<file path="src/rtl/friscv_fifo_fwft_pkg.sv">
// Shared types for the FWFT FIFO: classification of each cycle's push/pop activity.
package friscv_fifo_fwft_pkg;

    typedef enum logic [1:0] {
        OP_NONE = 2'b00,
        OP_POP  = 2'b01,
        OP_PUSH = 2'b10,
        OP_BOTH = 2'b11
    } fifo_op_e;

    function automatic fifo_op_e fifo_op(input logic push, input logic pop);
        return fifo_op_e'({push, pop});
    endfunction

endpackage

</file>
<file path="src/rtl/friscv_scfifo_ram.sv">
// Single-clock FIFO storage: registered write port, asynchronous read by address.
module friscv_scfifo_ram #(
    parameter int ADDR_WIDTH = 4,
    parameter int DATA_WIDTH = 32
) (
    input  logic                  aclk,
    input  logic                  wr_en,
    input  logic [ADDR_WIDTH-1:0] wr_addr,
    input  logic [DATA_WIDTH-1:0] wr_data,
    input  logic [ADDR_WIDTH-1:0] rd_addr,
    output logic [DATA_WIDTH-1:0] rd_data
);

    localparam int DEPTH = 2 ** ADDR_WIDTH;

    logic [DATA_WIDTH-1:0] mem_q [DEPTH];

    // Storage write; contents are intentionally never reset.
    always_ff @(posedge aclk) begin
        if (wr_en) begin
            mem_q[wr_addr] <= wr_data;
        end
    end

    assign rd_data = mem_q[rd_addr];

endmodule

</file>
<file path="src/rtl/friscv_fifo_fwft.sv">
// First-word-fall-through FIFO with level and threshold flags.
// Optional same-cycle bypass into an empty FIFO when FRISCV_FIFO_BYPASS_EN is defined.
module friscv_fifo_fwft
    import friscv_fifo_fwft_pkg::*;
#(
    parameter int ADDR_WIDTH    = 4,
    parameter int DATA_WIDTH    = 32,
    parameter int AFULL_THRESH  = (2 ** ADDR_WIDTH) - 1,
    parameter int AEMPTY_THRESH = 1
) (
    input  logic                  aclk,
    input  logic                  aresetn,
    input  logic                  srst,
    input  logic [DATA_WIDTH-1:0] in_data,
    input  logic                  in_valid,
    output logic                  in_ready,
    output logic [DATA_WIDTH-1:0] out_data,
    output logic                  out_valid,
    input  logic                  out_ready,
    output logic [ADDR_WIDTH:0]   level,
    output logic                  afull,
    output logic                  aempty
);

    localparam int DEPTH = 2 ** ADDR_WIDTH;
    localparam logic [ADDR_WIDTH:0] DEPTH_LVL  = (ADDR_WIDTH+1)'(DEPTH);
    localparam logic [ADDR_WIDTH:0] AFULL_LVL  = (ADDR_WIDTH+1)'(AFULL_THRESH);
    localparam logic [ADDR_WIDTH:0] AEMPTY_LVL = (ADDR_WIDTH+1)'(AEMPTY_THRESH);
    localparam logic [ADDR_WIDTH:0] ONE        = {{ADDR_WIDTH{1'b0}}, 1'b1};
    localparam logic [ADDR_WIDTH:0] ZERO       = {(ADDR_WIDTH+1){1'b0}};

    logic [ADDR_WIDTH:0]   wr_ptr_q, wr_ptr_d;
    logic [ADDR_WIDTH:0]   rd_ptr_q, rd_ptr_d;
    logic [ADDR_WIDTH:0]   level_q, level_d;
    logic [DATA_WIDTH-1:0] ram_rdata_s;
    logic                  stored_s;
    logic                  byp_s;
    logic                  push_s;
    logic                  pop_s;

    assign stored_s = (level_q != ZERO);

`ifdef FRISCV_FIFO_BYPASS_EN
    assign byp_s = (level_q == ZERO) && in_valid;
`else
    assign byp_s = 1'b0;
`endif

    assign in_ready  = (level_q < DEPTH_LVL);
    assign out_valid = stored_s || byp_s;
    assign out_data  = byp_s    ? in_data     :
                       stored_s ? ram_rdata_s : {DATA_WIDTH{1'b0}};
    assign level     = level_q;
    assign afull     = (level_q >= AFULL_LVL);
    assign aempty    = (level_q <= AEMPTY_LVL);

    // A bypassed word taken by the reader never touches storage.
    assign push_s = in_valid && in_ready && !(byp_s && out_ready);
    assign pop_s  = stored_s && out_ready;

    // Next-state for pointers and level.
    always_comb begin
        wr_ptr_d = wr_ptr_q;
        rd_ptr_d = rd_ptr_q;
        level_d  = level_q;
        if (push_s) begin
            wr_ptr_d = wr_ptr_q + ONE;
        end else begin
            wr_ptr_d = wr_ptr_q;
        end
        if (pop_s) begin
            rd_ptr_d = rd_ptr_q + ONE;
        end else begin
            rd_ptr_d = rd_ptr_q;
        end
        case (fifo_op(push_s, pop_s))
            OP_PUSH: level_d = level_q + ONE;
            OP_POP:  level_d = level_q - ONE;
            default: level_d = level_q;
        endcase
    end

    // State registers; synchronous reset wins over any same-cycle handshake.
    always_ff @(posedge aclk or negedge aresetn) begin
        if (!aresetn) begin
            wr_ptr_q <= ZERO;
            rd_ptr_q <= ZERO;
            level_q  <= ZERO;
        end else if (srst) begin
            wr_ptr_q <= ZERO;
            rd_ptr_q <= ZERO;
            level_q  <= ZERO;
        end else begin
            wr_ptr_q <= wr_ptr_d;
            rd_ptr_q <= rd_ptr_d;
            level_q  <= level_d;
        end
    end

    friscv_scfifo_ram #(
        .ADDR_WIDTH (ADDR_WIDTH),
        .DATA_WIDTH (DATA_WIDTH)
    ) u_ram (
        .aclk    (aclk),
        .wr_en   (push_s),
        .wr_addr (wr_ptr_q[ADDR_WIDTH-1:0]),
        .wr_data (in_data),
        .rd_addr (rd_ptr_q[ADDR_WIDTH-1:0]),
        .rd_data (ram_rdata_s)
    );

endmodule

</file>
<file path="config.mk">
export PLATFORM = sky130hd
export DESIGN_NAME = friscv_fifo_fwft
export DESIGN_NICKNAME = d
export VERILOG_FILES = /design/src/rtl/friscv_fifo_fwft_pkg.sv /design/src/rtl/friscv_scfifo_ram.sv /design/src/rtl/friscv_fifo_fwft.sv
export SDC_FILE = /design/constraint.sdc
export NUM_CORES = 1
export LEC_CHECK = 0
export BUFFER_PORTS_ARGS = -buffer_cell sky130_fd_sc_hd__buf_2
export CELL_PAD_IN_SITES_DETAIL_PLACEMENT = 1
export CELL_PAD_IN_SITES_GLOBAL_PLACEMENT = 2
export CORE_MARGIN = 1.5
export CORE_UTILIZATION = 49
export DETAILED_ROUTE_END_ITERATION = 10
export GPL_TIMING_DRIVEN = 0
export PLACE_DENSITY_LB_ADDON = 0.08
export SYNTH_ARGS = -nofsm -noshare
export SYNTH_HDL_FRONTEND = slang
export SYNTH_SLANG_ARGS = --single-unit
export TNS_END_PERCENT = 1
</file>
<file path="constraint.sdc">
create_clock -name aclk -period 4.09 [get_ports aclk]
set_input_delay 0 -clock aclk [delete_from_list [all_inputs] [get_ports aclk]]
set_output_delay 0 -clock aclk [all_outputs]
set_load 0.01 [all_outputs]
</file>
==> results_dict.tcl, run 1 <==
set metrics [dict create \
    yosys_warnings 0 \
    viasPerCell 5.919 \
    cts_sinks 525 \
    reg2reg_to "level[4]" \
    layout_commonest_cell "edfxtp_1" \
    synthFlopType "edfxtp_1" \
    cp_slowest_stage_delay_ns 0.82 \
    final_cell_mix "edfxtp_1, mux4_2, buf_2, clkbuf_16, clkbuf_1" \
    rows 73 \
    cts_buffers 53 \
    drive_gt1_frac 0.3163 \
    ios 78 \
    cts.path.max_buffers 3 \
    grt_pass1_vias 10440 \
    status "complete, no violations" \
    worstSkewPairLatency_ns 0.60 \
    min_from "in_data[20]" \
    arrival_ns 3.92 \
    critPathLaunchType "flop" \
    synth_top_area_frac 0.7661 \
    post-route-min-period_ns 3.916 \
    setup_viol 0 \
    reg2reg_depth 9 \
    end_kind "output port" \
    antenna_cells 0 \
    power_density_nw_per_um2 605.4 \
    coreArea_um2 40100 \
    skew_ns 0.01347 \
    cp_cell_sequence "clkbuf_1 > clkbuf_1 > buf_1 > mux4_2 > a221o_1 > buf_2" \
    hold_viol_final 0 \
    grt_pass1_wl_mm 69.74 \
    fin_crit_sh 0.9573 \
    hold_path_end "u_ram.mem_q[9][20]" \
    grt_max_degree 23 \
    path_max_fanout 10 \
    place_ws_ns 0.7553 \
    route.detailed.drc 0 \
    synthToLayoutAreaGrowth_pct 18.39 \
    seq_area_frac_synth 0.7823 \
    synth.largest_area_cell "edfxtp_1" \
    max_clock_freq_mhz 255.4 \
    cap_violations 0 \
    p_leak_nw 7.690 \
    worstSetupPathType "flop to output port" \
    antenna_found_initial 0 \
    hold_path_class "primary input to flop" \
    port_buffers 77 \
    required_ns 4.09 \
    cts_setup_buffers 0 \
    cts_root_buf "clkbuf_16" \
    vdd_drop_max_mv 0.5024 \
    synthDistinctLibCells 38 \
    critical_path.most_common_cell "clkbuf_1" \
    drt-pass1-iter-count 5 \
    initial_core_util 0.5005 \
    slowest_stage "buf_1" \
    cts_resized 0 \
    rrSetupSlack_ns 1.14 \
    clkSlewWorstSetupHoldPaths_ns 0.06 \
    syn_avg_cell_area_um2 23.04 \
    synthArstFlopShare 0.02476 \
    synth_seq_cells 525 \
    die_area_um2 42180 \
    maxSlewHeadroom 0.2968 \
    cts-hold-fix-buffers 40 \
    gp_routability_congestion 0.7252 \
    fill_cells 3318 \
    antenna_left 0 \
    drtIter0Drc 801 \
    dp.cells 1501 \
    layout.cells.non_filler 1638 \
    final_area_um2 23760 \
    syn_area_um2 20070 \
    layout_setup_ws_ns 0.1745 \
    dpl-instance-area_um2 21650 \
    hpwl_mm 28.99 \
    fp.dieW_um 205.4 \
    timing.setup.tns_ns 0 \
    wirelength_mm 46.74 \
    vias 9695 \
    synth.area.top_cells "edfxtp_1, mux4_2, dfrtp_1" \
    r2r-start "level[0]" \
    syn-num-nets 918 \
    dieHeight_um 205.4 \
    synth_edf_count 512 \
    cts_tree "yes" \
    grt_overflow_total 0 \
    tightestPinTransition_ns 1.055 \
    rsz0062_at_grt "no" \
    grt_use_total 0.2327 \
    layout.nets 1118 \
    synthCells 871 \
    detail_route.wl_per_cell_um 28.54 \
    htreeDepth 2 \
    final_max_slew_viol_count 0 \
    hold_slack_ns 0.3210 \
    hold_depth 2 \
]
[routing by layer]
| metal | part of all wire | vias to the layer above | track usage |
|---|---|---|---|
| met5 | 0 | - | 0 |
| met4 | 0.017 | 0 | 0.05892 |
| met3 | 0.049 | 58 | 0.03373 |
| met2 | 0.50 | 272 | 0.3812 |
| met1 | 0.43 | 5221 | 0.3327 |
| li1 | - | 4144 | - |
[stage by stage]
stage                       util  total power [mW]
final                     0.5925             14.38
after global routing      0.5925             14.94
after CTS                 0.5925             14.56
after detailed placement  0.5400             9.763
after global placement    0.5265             9.682
after floorplan                -             8.567
[worst max path at each step]
stage / depth (start not counted) / end / start
floorplan: 4 / u_ram.mem_q[3][0] / level[4]
global placement: 4 / u_ram.mem_q[3][15] / level[4]
detailed placement: 6 / out_data[7] / rd_ptr_q[1]
CTS: 6 / out_data[7] / rd_ptr_q[1]
global route: 6 / out_data[7] / rd_ptr_q[1]
finish: 6 / out_data[7] / rd_ptr_q[1]
[power breakdown]
| part | internal [mW] | switching (mW) | total (mW) | leakage, nW |
|---|---|---|---|---|
| clock | 2.73 | 2.02 | 4.75 | 0.834 |
| combinational | 1.66 | 1.82 | 3.48 | 2.06 |
| sequential | 6.08 | 0.0746 | 6.16 | 4.80 |
[cells in the mapped netlist, types with 4 or more instances]
cell and count:
edfxtp_1 512, xor2_1 4, mux4_2 128, buf_2 17, a22o_1 31, a221o_1 31, nor3_1 5, ha_1 10
clkbuf_1 29, nor2_1 25, a21oi_1 4, xnor2_1 4, nand2_1 14, inv_1 5, dfrtp_1 13
[state kept, by name (all words and copies together) (netlist names)]
register and flops:
u_ram.mem_q 512, wr_ptr_q 4, rd_ptr_q 4, level 5
[critical path, delay by kind of cell (launching register included)]
family          cells  cell delay [ns]
compound gates      1             0.36
buf+inv             4             2.02
flops               1             0.50
mux                 1             0.43
[area by class of cell]
class / instances / area [um^2] / area share
Buffer: 51 / 235.2 / 0.009901
Clock buffer: 69 / 1438 / 0.06051
Clock inverter: 28 / 267.8 / 0.01127
Inverter: 5 / 18.77 / 0.0007899
Multi-Input combinational cell: 290 / 4225 / 0.1778
Sequential cell: 525 / 15700 / 0.6608
Tap cell: 525 / 656.9 / 0.02765
Timing Repair Buffer: 145 / 1217 / 0.05124
[cell families after synthesis]
family,count (synthesis),share of synthesized area
AND/OR/NAND/NOR,64,0.01565
flip-flops,525,0.7823
multiplexers,132,0.1458
XOR/XNOR,8,0.003491
adder cells (fa/ha/maj),11,0.006795
AO/OA/AOI/OAI,75,0.03329
buffers and inverters,56,0.01266
(Power assumes the default switching activity.)
==> run 2, diff against run 1 <==
--- a/config.mk
+++ b/config.mk
@@ -13,6 +13,7 @@
 export DETAILED_ROUTE_END_ITERATION = 10
 export GPL_TIMING_DRIVEN = 0
 export PLACE_DENSITY_LB_ADDON = 0.08
+export RECOVER_POWER = 25
 export SYNTH_ARGS = -nofsm -noshare
 export SYNTH_HDL_FRONTEND = slang
 export SYNTH_SLANG_ARGS = --single-unit
==> run 2 against run 1 <==
Effect of this change: die area unchanged; combinational power barely moved; count of clock-buffer cells in the layout stayed put; cell count unchanged; non-clock buffer count did not move; design area decreased by 0.11%; clock skew is 0.0011 ns lower; critical endpoint unchanged.
==> results_dict.tcl, run 2 (same netlist as run 1, synthesis figures left out) <==
set metrics [dict create \
    grt_overflow_total 0 \
    timing.setup.tns_ns 0 \
    route.detailed.drc 0 \
    power_density_nw_per_um2 606.0 \
    cp_slowest_stage_delay_ns 0.81 \
    coreArea_um2 40100 \
    dieHeight_um 205.4 \
    cts_resized 0 \
    end_kind "output port" \
    critPathTopFamily "buffers and inverters" \
    drive_gt1_frac 0.2983 \
    worstSkewPairLatency_ns 0.60 \
    vias 9660 \
    final_cell_mix "edfxtp_1, mux4_2, buf_2, clkbuf_1, clkbuf_16" \
    cts.path.max_buffers 3 \
    initial_core_util 0.5005 \
    arrival_ns 3.88 \
    worstSetupPathType "flop to output port" \
    dp.cells 1501 \
    cts_buffers 53 \
    grt_pass1_vias 10440 \
    fin_crit_sh 0.9489 \
    tightestPinTransition_ns 1.069 \
    place_ws_ns 0.7553 \
    gp_routability_congestion 0.7252 \
    drt-pass1-iter-count 5 \
    largest_reg_flops 512 \
    rsz0062_at_grt "no" \
    post-route-min-period_ns 3.881 \
    viasPerCell 5.897 \
    hold_viol_final 0 \
    synthToLayoutAreaGrowth_pct 18.26 \
    critPathLaunchType "flop" \
    grt_max_degree 23 \
    antenna_cells 0 \
    slowest_stage "buf_1" \
    rows 73 \
    skew_ns 0.01237 \
    critical_path.most_common_cell "clkbuf_1" \
    detail_route.wl_per_cell_um 28.57 \
    drtIter0Drc 795 \
    port_buffers 77 \
    grt_pass1_wl_mm 69.74 \
    largest_register "u_ram.mem_q" \
    layout_commonest_cell "edfxtp_1" \
    path_max_fanout 10 \
    cts_root_buf "clkbuf_16" \
    maxSlewHeadroom 0.2875 \
    fp.dieW_um 205.4 \
    layout.nets 1118 \
    clkSlewWorstSetupHoldPaths_ns 0.06 \
    p_leak_nw 7.635 \
    htreeDepth 2 \
    hold_slack_ns 0.3412 \
    status "complete, no violations" \
    max_clock_freq_mhz 257.7 \
    antenna_left 0 \
    cts_tree "yes" \
    required_ns 4.09 \
    cts_sinks 525 \
    final_max_slew_viol_count 0 \
    cts-hold-fix-buffers 40 \
    cts_setup_buffers 0 \
    setup_viol 0 \
    cp_cell_sequence "clkbuf_1 > clkbuf_1 > buf_1 > mux4_2 > a221o_1 > buf_2" \
    wirelength_mm 46.79 \
    ios 78 \
    dpl-instance-area_um2 21650 \
    final_area_um2 23730 \
    hold_path_class "primary input to flop" \
    hpwl_mm 28.99 \
    layout.cells.non_filler 1638 \
    layout_setup_ws_ns 0.2092 \
    die_area_um2 42180 \
    cap_violations 0 \
    grt_use_total 0.2327 \
    cp_num_buf_inv 4 \
    vdd_drop_max_mv 0.5025 \
    antenna_found_initial 0 \
]
[run 2: cell count changes in the layout (fill, tap and decap cells not counted)]
cell | previous run | this run
buf_2 | 94 | 74
clkbuf_1 | 41 | 61
[run 2: worst reg2reg max path, delay by kind of cell (launching register included)]
family	cells	cell delay, ns
buffers and inverters	4	1.41
and+or+nand+nor	3	0.71
DFF	1	0.49
AOI/OAI and AO/OA	1	0.15
adders and majority gates	1	0.14
[run 2: metal layers]
metal  track usage  part of all wire
met1        0.3327              0.44
met2        0.3812              0.50
met3       0.03373             0.046
met4       0.05892             0.018
met5             0                 0
[run 2: area by class of cell]
type	count	area (um^2)
fillers	3332	16360
repair buffers	145	1192
flip-flops and latches	525	15700
multi-input cells	290	4225
clock buffers	69	1438
plain buffers	51	235.2
well taps	525	656.9
clock inverters	28	267.8
inverters	5	18.77
[run 2: worst paths after layout]
path / cells past startpoint / slack (ns) / endpoint / start
max reg2reg: 9 / 1.14 / level[4] / level[0]
max: 6 / 0.21 / out_data[7] / rd_ptr_q[1]
min reg2reg: 2 / 0.61 / wr_ptr_q[1] / wr_ptr_q[1]
min in group asynchronous: 3 / 0.51 / level[3] / aresetn
max in group asynchronous: 3 / 3.16 / level[4] / aresetn
min: 2 / 0.34 / u_ram.mem_q[4][8] / in_data[8]
[run 2: report_power, final]
| group | switching [mW] | internal [mW] |
|---|---|---|
| Clock | 2.02 | 2.73 |
| Sequential | 0.0744 | 6.08 |
| Combinational | 1.82 | 1.66 |
| Total | 3.91 | 10.5 |
[run 2: through the flow]
step	util	power, mW
after floorplan	-	8.567
after global placement	0.5265	9.682
after detailed placement	0.5400	9.763
after CTS	0.5925	14.56
after global routing	0.5919	14.94
final	0.5919	14.38
==> run 3, diff against run 2 <==
--- a/config.mk
+++ b/config.mk
@@ -9,12 +9,13 @@
 export CELL_PAD_IN_SITES_DETAIL_PLACEMENT = 1
 export CELL_PAD_IN_SITES_GLOBAL_PLACEMENT = 2
 export CORE_MARGIN = 1.5
-export CORE_UTILIZATION = 49
+export CORE_UTILIZATION = 35
 export DETAILED_ROUTE_END_ITERATION = 10
 export GPL_TIMING_DRIVEN = 0
 export PLACE_DENSITY_LB_ADDON = 0.08
 export RECOVER_POWER = 25
 export SYNTH_ARGS = -nofsm -noshare
 export SYNTH_HDL_FRONTEND = slang
+export SYNTH_HIERARCHICAL = 1
 export SYNTH_SLANG_ARGS = --single-unit
 export TNS_END_PERCENT = 1
==> run 3 against run 2 <==
Effect of this change: register-to-register slack lost 0.10 ns; sequential share of layout area shrank 2.1 points; first-iteration DRC count shrank 27%; power grew 4.3%; die area grew 41%; critical path depth grew 1.
==> results_dict.tcl, run 3 <==
set metrics [dict create \
    dieHeight_um 244.0 \
    net-switching-power_mw 4.096 \
    grt_pass1_vias 10910 \
    finalPower_mw 15.00 \
    coreArea_um2 57590 \
    status "complete, no violations" \
    syn_area_um2 20320 \
    cts_buffers 57 \
    synth_seq_cells 525 \
    seq_area_frac_synth 0.7726 \
    required_ns 4.09 \
    setup_viol 0 \
    cts_tree "yes" \
    rsz0062_at_grt "no" \
    cts_sinks 525 \
    die_area_um2 59520 \
    cts_root_buf "clkbuf_16" \
    synth_top_area_frac 0.7566 \
    clkSlewWorstSetupHoldPaths_ns 0.06 \
    antenna_cells 0 \
    antenna_found_initial 2 \
    final_cell_mix "edfxtp_1, mux4_2, a22oi_1, buf_2, clkbuf_16" \
    synthToLayoutAreaGrowth_pct 20.71 \
    p_seq_frac 0.411 \
    port_buffers 77 \
    p_int_mw 10.91 \
    wirelength_mm 51.38 \
    ios 78 \
    fin_crit_sh 0.8265 \
    grt_pass1_wl_mm 75.96 \
    p_leak_nw 7.783 \
    drt-pass1-iter-count 4 \
    hpwl_mm 32.34 \
    cts_resized 0 \
    vdd_drop_max_mv 0.3060 \
    max_clock_freq_mhz 295.8 \
    switching_share 0.2730 \
    grt_overflow_total 0 \
    cts_setup_buffers 0 \
    synth.largest_area_cell "edfxtp_1" \
    worstSkewPairLatency_ns 0.61 \
    antenna_left 0 \
    grt_max_degree 22 \
    critPathLaunchType "flop" \
    synthFlopType "edfxtp_1" \
    timing.setup.tns_ns 0 \
    yosys_warnings 6 \
    syn_avg_cell_area_um2 21.67 \
    skew_ns 0.008831 \
    power_density_nw_per_um2 611.5 \
    cts.path.max_buffers 3 \
    syn-num-nets 982 \
    layout.nets 1185 \
    initial_core_util 0.3529 \
    viasPerCell 5.122 \
    pwr-share-comb 0.240 \
    wl_met2_mm 25.43 \
    fp.dieW_um 244.0 \
    largest_reg_flops 512 \
    arrival_ns 3.38 \
    synthTopCellsByCount "edfxtp_1, mux4_2, a22oi_1, nand2_1, nor2b_1" \
    largest_register "u_ram/mem_q" \
    synth.most_common_cell "edfxtp_1" \
    dr_wl_met3_mm 1.614 \
    tightestPinTransition_ns 1.023 \
    met1_length_mm 23.21 \
    end_kind "output port" \
    synth_edf_count 512 \
    detail_route.wl_per_cell_um 26.32 \
    htreeDepth 2 \
    maxSlewHeadroom 0.3180 \
    highest_layer "met5" \
    worstSetupPathType "flop to output port" \
    hold_path_class "primary input to flop" \
    final_max_slew_viol_count 0 \
    grt_use_total 0.1778 \
    rows 88 \
    drive_gt1_frac 0.2873 \
    layout_commonest_cell "edfxtp_1" \
    synth.area.top_cells "edfxtp_1, mux4_2, a22oi_1" \
    synthArstFlopShare 0.02476 \
    vias 9999 \
    power_frac_clock 0.350 \
    synthCells 938 \
    post-route-min-period_ns 3.380 \
    gp_routability_congestion 0.6785 \
    cap_violations 0 \
    path_max_fanout 10 \
    drtIter0Drc 580 \
    route.detailed.drc 0 \
    hold_viol_final 0 \
    synthDistinctLibCells 39 \
]
-- run 3: power groups by stage --
stage	logic, mW	registers (mW)	clock network (mW)
2_1_floorplan	2.38	6.26	0
3_3_place_gp	3.61	6.28	0
3_5_place_dp	3.68	6.27	0
4_1_cts	3.73	6.16	5.40
5_1_grt	3.91	6.18	5.59
6_report	3.60	6.16	5.24
-- run 3: kinds of logic (layout without fill, tap and decap cells) --
group | Yosys count | after routing | synth area share
DFF | 525 | 525 | 0.7726
muxes | 130 | 130 | 0.1429
and+or+nand+nor | 130 | 130 | 0.03300
AOI/OAI and AO/OA | 77 | 77 | 0.02746
buffers and inverters | 58 | 307 | 0.01490
xor gates and xnor gates | 10 | 10 | 0.004310
adders and majority gates | 8 | 8 | 0.004864
-- run 3: worst paths after layout --
path	from	to	slack (ns)	depth (start not counted)
min reg2reg	rd_ptr_q[1]	rd_ptr_q[1]	0.62	2
max reg2reg	level[4]	u_ram/mem_q[0][12]	1.04	6
min in group asynchronous	aresetn	wr_ptr_q[1]	0.48	3
min	srst	level[1]	0.16	3
max in group asynchronous	aresetn	rd_ptr_q[0]	3.18	3
max	level[1]	out_data[21]	0.71	7
-- run 3: layout make-up --
type                    instances  area, um^2
fillers                      5386       33050
flip-flops and latches        525       15700
multi-input cells             355        4436
clock buffers                  66        1481
repair buffers                144        1227
well taps                     765       957.2
clock inverters                39       426.7
plain buffers                  53       284.0
inverters                       5       18.77
-- run 3: through the flow --
stage	util	hold WS [ns]	area, um^2	cells	setup slack, ns
3_3_place_gp	0.3763	-0.07547	21670	1780	-3.331
3_5_place_dp	0.3867	-0.07616	22270	1809	1.022
6_report	0.4260	0.1625	24530	1952	0.7098
5_1_grt	0.4260	0.1831	24530	1952	0.4096
2_1_floorplan	-	-0.2956	20330	938	0.2046
4_1_cts	0.4265	0.1187	24560	1952	0.4975
-- run 3: repair_timing --
item,in CTS,in global routing
hold buffers,38,0
setup endpoints to repair,0,0
hold endpoints to repair,538,0
-- run 3: critical path, stage by stage (launching register included) --
cell	delay [ns]
dfrtp_1	0.40
clkbuf_1	0.22
inv_1	0.15
ha_1	0.18
nor4b_4	0.70
clkbuf_1	0.67
nor2b_1	0.23
buf_2	0.21
-- run 3: metal layers --
metal | track usage | vias to the layer above
li1 | - | 4316
met1 | 0.2431 | 5446
met2 | 0.2976 | 160
met3 | 0.02371 | 75
met4 | 0.05211 | 2
met5 | 0 | -
